[src/rtl/obstacle_pkg.sv]
// obstacle_pkg: shared definitions for the obstacle scheduler.
// Holds the scheduler state encoding, the drawer select codes and the
// default timing values used by obstacle_scheduler.
package obstacle_pkg;

  // Scheduler states; the encoding is shared with anything that decodes it.
  typedef enum logic [2:0] {
    ST_IDLE   = 3'd0,
    ST_GAP    = 3'd1,
    ST_LAUNCH = 3'd2,
    ST_RUN    = 3'd3,
    ST_WON    = 3'd4,
    ST_LOST   = 3'd5
  } state_e;

  // Select codes; each drawer's SELECT_CODE parameter must match one of these.
  localparam logic [3:0] CODE_OBST_0 = 4'd0;
  localparam logic [3:0] CODE_OBST_1 = 4'd1;
  localparam logic [3:0] CODE_OBST_2 = 4'd2;
  localparam logic [3:0] CODE_OBST_3 = 4'd3;

  // Default timing, in clock cycles.
  localparam int DEFAULT_GAP_CYCLES     = 1000;
  localparam int DEFAULT_TIMEOUT_CYCLES = 2000000;

endpackage

[src/rtl/obstacle_lfsr.sv]
// obstacle_lfsr: 8-bit Fibonacci LFSR, taps 8,6,5,4, free-running.
// Used by obstacle_scheduler only when OBSTACLE_SCHED_RANDOM_ORDER_EN is defined.
module obstacle_lfsr #(
  parameter logic [7:0] SEED = 8'hA5
) (
  input  logic       clk,
  input  logic       rst,
  output logic [7:0] value
);

  logic [7:0] lfsr_q;
  logic [7:0] lfsr_d;
  logic       feedback;

  // Next LFSR value: shift left, feed back the XOR of taps 8,6,5,4.
  // NOTE: every signal assigned here gets a value on every path, so no latch is inferred.
  always_comb begin
    feedback = lfsr_q[7] ^ lfsr_q[5] ^ lfsr_q[4] ^ lfsr_q[3];
    lfsr_d   = {lfsr_q[6:0], feedback};
  end

  // Advance every cycle; synchronous reset reloads the seed.
  // NOTE: non-blocking assignments so every flop updates from pre-edge values.
  always_ff @(posedge clk) begin
    if (rst) begin
      lfsr_q <= SEED;
    end else begin
      lfsr_q <= lfsr_d;
    end
  end

  assign value = lfsr_q;

endmodule

[src/rtl/obstacle_scheduler.sv]
// obstacle_scheduler: picks the next obstacle drawer, emits a one-cycle
// start pulse, waits for that drawer's done (or a watchdog timeout), counts
// rounds and raises win/lose flags.
// Build option: define OBSTACLE_SCHED_RANDOM_ORDER_EN for LFSR-driven order
// with no back-to-back repeats; otherwise obstacles run in round order.
module obstacle_scheduler
  import obstacle_pkg::*;
#(
  parameter int         NUM_OBSTACLES  = 4,
  parameter int         ROUNDS         = 8,
  parameter int         GAP_CYCLES     = DEFAULT_GAP_CYCLES,
  parameter int         TIMEOUT_CYCLES = DEFAULT_TIMEOUT_CYCLES,
  parameter logic [7:0] LFSR_SEED      = 8'hA5
) (
  input  logic                     clk,
  input  logic                     rst,
  input  logic                     play_selected,
  input  logic                     menu_on,
  input  logic                     player_hit,
  input  logic [NUM_OBSTACLES-1:0] obstacle_done,
  output logic [3:0]               selected,
  output logic                     start,
  output logic                     game_on,
  output logic [3:0]               round,
  output logic                     game_won,
  output logic                     game_lost,
  output logic                     timeout_err
);

  localparam int              GW           = (GAP_CYCLES > 1) ? $clog2(GAP_CYCLES) : 1;
  localparam logic [GW-1:0]   GAP_LAST     = GW'(GAP_CYCLES - 1);
  localparam logic [31:0]     TIMEOUT_LAST = 32'(TIMEOUT_CYCLES - 1);
  localparam logic [3:0]      CODE_MASK    = 4'(NUM_OBSTACLES - 1);
  localparam logic [3:0]      ROUNDS_L     = 4'(ROUNDS);

  // Elaboration-time parameter sanity checks.
  if (NUM_OBSTACLES < 1 || NUM_OBSTACLES > 16 ||
      (NUM_OBSTACLES & (NUM_OBSTACLES - 1)) != 0) begin : g_bad_num
    $error("NUM_OBSTACLES must be a power of two in 1..16");
  end
  if (ROUNDS < 1 || ROUNDS > 15) begin : g_bad_rounds
    $error("ROUNDS must be in 1..15");
  end
  if (GAP_CYCLES < 1 || TIMEOUT_CYCLES < 1) begin : g_bad_timing
    $error("GAP_CYCLES and TIMEOUT_CYCLES must be at least 1");
  end
  if (LFSR_SEED == 8'h00) begin : g_bad_seed
    $error("LFSR_SEED must be nonzero");
  end

  state_e        state_q, state_d;
  logic [3:0]    selected_q, selected_d;
  logic          start_q, start_d;
  logic          game_on_q, game_on_d;
  logic [3:0]    round_q, round_d;
  logic          game_won_q, game_won_d;
  logic          game_lost_q, game_lost_d;
  logic          timeout_err_q, timeout_err_d;
  logic [GW-1:0] gap_cnt_q, gap_cnt_d;
  logic [31:0]   to_cnt_q, to_cnt_d;

  logic       abort;
  logic       done_sel;
  logic [3:0] round_inc;
  logic [3:0] next_code;

  assign abort = menu_on | ~play_selected;

  // Pick out the done bit belonging to the running obstacle; others are ignored.
  always_comb begin
    done_sel = 1'b0;
    for (int i = 0; i < NUM_OBSTACLES; i++) begin
      if (selected_q == 4'(i)) done_sel = obstacle_done[i];
    end
  end

`ifdef OBSTACLE_SCHED_RANDOM_ORDER_EN
  logic [7:0] lfsr_value;
  logic [3:0] rand_code;
  logic [3:0] prev_code_q, prev_code_d;

  obstacle_lfsr #(.SEED(LFSR_SEED)) u_lfsr (
    .clk   (clk),
    .rst   (rst),
    .value (lfsr_value)
  );

  // Random code from the LFSR, bumped by one if it would repeat the last obstacle.
  always_comb begin
    rand_code = lfsr_value[3:0] & CODE_MASK;
    if (NUM_OBSTACLES > 1 && rand_code == prev_code_q) begin
      next_code = (rand_code + 4'd1) & CODE_MASK;
    end else begin
      next_code = rand_code;
    end
    prev_code_d = (state_q == ST_GAP && state_d == ST_LAUNCH) ? selected_d : prev_code_q;
  end

  // Remember the last launched code so it is not chosen twice in a row.
  always_ff @(posedge clk) begin
    if (rst) begin
      prev_code_q <= CODE_OBST_0;
    end else begin
      prev_code_q <= prev_code_d;
    end
  end
`else
  // Sequential order: the round count picks the drawer.
  always_comb begin
    next_code = round_q & CODE_MASK;
  end
`endif

  // Scheduler next-state and registered-output logic.
  always_comb begin
    state_d       = state_q;
    selected_d    = selected_q;
    round_d       = round_q;
    timeout_err_d = timeout_err_q;
    gap_cnt_d     = gap_cnt_q;
    to_cnt_d      = to_cnt_q;
    round_inc     = round_q + 4'd1;

    if (state_q != ST_IDLE && abort) begin
      state_d   = ST_IDLE;
      gap_cnt_d = '0;
      to_cnt_d  = '0;
    end else begin
      unique case (state_q)
        ST_IDLE: begin
          gap_cnt_d = '0;
          to_cnt_d  = '0;
          if (play_selected && !menu_on) begin
            round_d       = 4'd0;
            timeout_err_d = 1'b0;
            state_d       = ST_GAP;
          end
        end
        ST_GAP: begin
          if (player_hit) begin
            state_d = ST_LOST;
          end else if (gap_cnt_q == GAP_LAST) begin
            gap_cnt_d  = '0;
            selected_d = next_code;
            state_d    = ST_LAUNCH;
          end else begin
            gap_cnt_d = gap_cnt_q + 1'b1;
          end
        end
        ST_LAUNCH: begin
          to_cnt_d = '0;
          state_d  = player_hit ? ST_LOST : ST_RUN;
        end
        ST_RUN: begin
          if (player_hit) begin
            state_d = ST_LOST;
          end else if (done_sel || to_cnt_q == TIMEOUT_LAST) begin
            // A watchdog expiry completes the round just like a done.
            if (!done_sel) timeout_err_d = 1'b1;
            round_d   = round_inc;
            to_cnt_d  = '0;
            gap_cnt_d = '0;
            state_d   = (round_inc == ROUNDS_L) ? ST_WON : ST_GAP;
          end else begin
            to_cnt_d = to_cnt_q + 32'd1;
          end
        end
        ST_WON, ST_LOST: begin
          state_d = state_q;
        end
        default: state_d = ST_IDLE;
      endcase
    end

    // Outputs are registered from the next state, so they line up with it.
    start_d     = (state_d == ST_LAUNCH);
    game_on_d   = (state_d inside {ST_GAP, ST_LAUNCH, ST_RUN});
    game_won_d  = (state_d == ST_WON);
    game_lost_d = (state_d == ST_LOST);
    if (state_d == ST_IDLE) timeout_err_d = 1'b0;
  end

  // State and output registers with synchronous reset.
  always_ff @(posedge clk) begin
    if (rst) begin
      state_q       <= ST_IDLE;
      selected_q    <= CODE_OBST_0;
      start_q       <= 1'b0;
      game_on_q     <= 1'b0;
      round_q       <= 4'd0;
      game_won_q    <= 1'b0;
      game_lost_q   <= 1'b0;
      timeout_err_q <= 1'b0;
      gap_cnt_q     <= '0;
      to_cnt_q      <= '0;
    end else begin
      state_q       <= state_d;
      selected_q    <= selected_d;
      start_q       <= start_d;
      game_on_q     <= game_on_d;
      round_q       <= round_d;
      game_won_q    <= game_won_d;
      game_lost_q   <= game_lost_d;
      timeout_err_q <= timeout_err_d;
      gap_cnt_q     <= gap_cnt_d;
      to_cnt_q      <= to_cnt_d;
    end
  end

  assign selected    = selected_q;
  assign start       = start_q;
  assign game_on     = game_on_q;
  assign round       = round_q;
  assign game_won    = game_won_q;
  assign game_lost   = game_lost_q;
  assign timeout_err = timeout_err_q;

endmodule

[config.mk]
export PLATFORM = sky130hd
export DESIGN_NAME = obstacle_scheduler
export DESIGN_NICKNAME = d
export VERILOG_FILES = /design/src/rtl/obstacle_pkg.sv /design/src/rtl/obstacle_lfsr.sv /design/src/rtl/obstacle_scheduler.sv
export SDC_FILE = /design/constraint.sdc
export NUM_CORES = 1
export LEC_CHECK = 0
export ABC_CLOCK_PERIOD_IN_PS = 5670
export CORE_MARGIN = 2
export CORE_UTILIZATION = 30
export CTS_CLUSTER_SIZE = 40
export DETAILED_ROUTE_END_ITERATION = 12
export GPL_ROUTABILITY_DRIVEN = 0
export MAX_ROUTING_LAYER = met4
export SLEW_MARGIN = 10
export SYNTH_ARGS = -nofsm -noshare
export SYNTH_HDL_FRONTEND = slang
export SYNTH_SLANG_ARGS = --single-unit
[constraint.sdc]
create_clock -name clk -period 5.67 [get_ports clk]
set_input_delay 0.567 -clock clk [delete_from_list [all_inputs] [get_ports clk]]
set_output_delay 0.567 -clock clk [all_outputs]
set_load 0.03 [all_outputs]
==> metrics.txt <==
Setup CP Type in2reg; Worst Hold Class reg2reg; most common cell after layout, fill and taps aside dfxtp_1; NumNets Final around 370; post-DP HPWL ~4400 um; Worst path max stage delay approximately 0.65 ns; CTS tree yes; DR vias/cell just under 5; # setup viols final 0; drt drc 0; ANT cells 0; Yosys top cell area share 37.6%; Final Slew Violations 0; Cell Pwr Density ~200 nW/um^2; Yosys reg bits 56; worst hold margin around 0.5 ns; placed insts around 490; worst skew pair latency between 0.3 and 0.4 ns; peak fanout along the critical path 11; setup TNS 0 ns; async set or reset register ratio after synthesis 0%; synth unique cells 64; minimum clock period around 2.8 ns; RSZ-0062 raised after global routing no; f_max approximately 350 MHz; sequential area share after synthesis a little under two fifths; Clock Sinks between 50 and 60; Buf+Inv Stages, Crit Path 1; die footprint between 10,000 and 15,000 sq um; Critical Path RT just under 6 ns; DR iter-0 viols 103; Post-synth EDFFs 0; first-pass GRT wire length roughly 11,000 um; Most used DFF post-synth dfxtp_1; final worst path period share between 40% and 50%; crit path max-delay cell type a2111oi_2; Layout Area Growth over Synthesis 11.9%; GRT overflow 0; Max H-tree Level 2; largest net degree at the start of global routing 33; Core Area between 9000 and 10,000 sq um; fill cell count just over 1,000; Die H a little over 100 um; Ys Warns 0; most frequent cells in the layout 56 x dfxtp_1, 47 x nor2_1, 33 x nand2_1, 24 x xor2_1, 21 x nand3_1; CP endpoint kind register; CTS max path bufs 2; average size of a mapped cell around 8.5 sq um; peak supply drop 0.0920 mV; reg2reg setup slack ~3.0 ns; first drt pass iteration count 4; Mapped Cells between 300 and 400; Top Ports 22; vias in the first global route roughly 2,300; total wire length 6130 um; cell row count 36; Rel. slew slack 45.0%; Via Count ~2,500; Clk pin slew, worst setup/hold paths approximately 0.11 ns; Fin Clk Skew approximately 0.013 ns; Final Hold Vio Count 0; synthesized cell area around 3000 sq um; CTS Root Cell clkbuf_8; post-layout instance area about 3300 sq um; post-CTS sizing 0; initial core utilization a little under a third; CTS buffer count 5; Worst Max-Slew Pin Slew ~0.8 ns; crit path launch type input port; cts hold-fix bufs 0; top cells by area, synth dfxtp_1 38%, xor2_1 7.0%, nor2_1 5.9%; DP Area around 3200 sq um; Post-CTS Setup Inserts 0; utilization after layout 34.3%; Synth area leader dfxtp_1; crit path DAT 3.00 ns; DRT antenna net count 0; LEAKAGE between 1 and 1.5 nW; critical-path cell list clkdlybuf4s50_1 > nand2b_1 > a2111oi_2 > and4_1 > nand4_1 > xor2_1 > nor2_1; routed len/inst 12.4 um; layout cell share with drive strength beyond 1 ~9.1%; Max Cap Viol 0; Die Wd 104 um; status completed; initial antenna violation count 0; CP top delay family simple AND/OR/NAND/NOR gates; number of I/O port buffers 19; GRT Total Usage roughly an eighth; Non-Filler Instances about 500
-- per-layer routing --
metal  wire, um  GRT usage (%)
met3        235           3.02
met4         58           2.99
met5          0              -
met1       3060           16.1
met2       2780           18.6
-- worst register-to-register path, cell delays in order (launching register included) --
cell and delay (ns):
dfxtp_1 0.35, or4_4 0.57, or3_4 0.37, o31ai_4 0.32, nor2_2 0.12, o21ai_4 0.67
nor2_1 0.13
-- synth_stat cells (all sizes together), types with 2 or more instances --
| master | count |
|---|---|
| a21o | 3 |
| a21oi | 16 |
| a221oi | 2 |
| and2 | 6 |
| and3 | 8 |
| and4 | 5 |
| buf | 10 |
| clkbuf | 6 |
| dfxtp | 56 |
| ha | 4 |
| inv | 6 |
| mux2i | 4 |
| nand2 | 33 |
| nand2b | 5 |
| nand3 | 21 |
| nand3b | 2 |
| nand4 | 9 |
| nor2 | 48 |
| nor3 | 8 |
| nor4 | 6 |
| nor4b | 2 |
| o21a | 2 |
| o21ai | 18 |
| o22ai | 2 |
| o31ai | 6 |
| or2 | 4 |
| or3 | 5 |
| or4 | 6 |
| xnor2 | 6 |
| xor2 | 24 |
-- final cells by class --
cell class,count,area [sq um],area share [%]
clock buffers,6,82.6,2.47
clock inverters,2,10.0,0.300
inverters,6,22.5,0.675
multi-input cells,272,1750,52.3
flip-flops and latches,56,1120,33.6
well taps,133,166,4.99
repair buffers,19,190,5.70
-- logic make-up (layout without fill, tap and decap cells) --
logic type,count (synthesis),after routing,synth area share (%)
AOI/OAI and AO/OA,56,56,13.1
xor gates and xnor gates,30,30,8.81
adders and majority gates,4,4,1.68
buffers and inverters,22,33,4.03
DFF,56,56,37.6
muxes,6,6,2.47
other,1,2,0.126
and+or+nand+nor,174,174,32.2
-- power breakdown --
group | switching [W] | leakage [nW] | internal, W | total (W)
clock network | 0.000133 | 0.0510 | 0.0000980 | 0.000231
logic | 0.0000255 | 0.568 | 0.0000168 | 0.0000423
registers | 0.00000297 | 0.451 | 0.000395 | 0.000398
-- sequential cells by signal, indices dropped and copies added (netlist names) --
name and flops:
game_won 1, start 1, game_on 1, to_cnt_q 32, game_lost 1, gap_cnt_q 10
round 4, timeout_err 1, selected 2, state_q 3
-- path summary, 6_finish.rpt --
check / endpoint / from / cells after the start
worst min register to register: gap_cnt_q[9] / gap_cnt_q[9] / 2
worst max register to register: to_cnt_q[7] / to_cnt_q[22] / 6
worst max-delay path: to_cnt_q[31] / player_hit / 7
worst min-delay path: gap_cnt_q[9] / gap_cnt_q[9] / 2
-- stage by stage --
step                      worst slack (ns)  total power [W]
after floorplan                       3.51         0.000439
after global placement                2.60         0.000449
after detailed placement              2.55         0.000449
after CTS                             2.87         0.000680
after global routing                  2.65         0.000703
final                                 2.85         0.000672
Note: power is estimated with default switching activity, not from simulation.
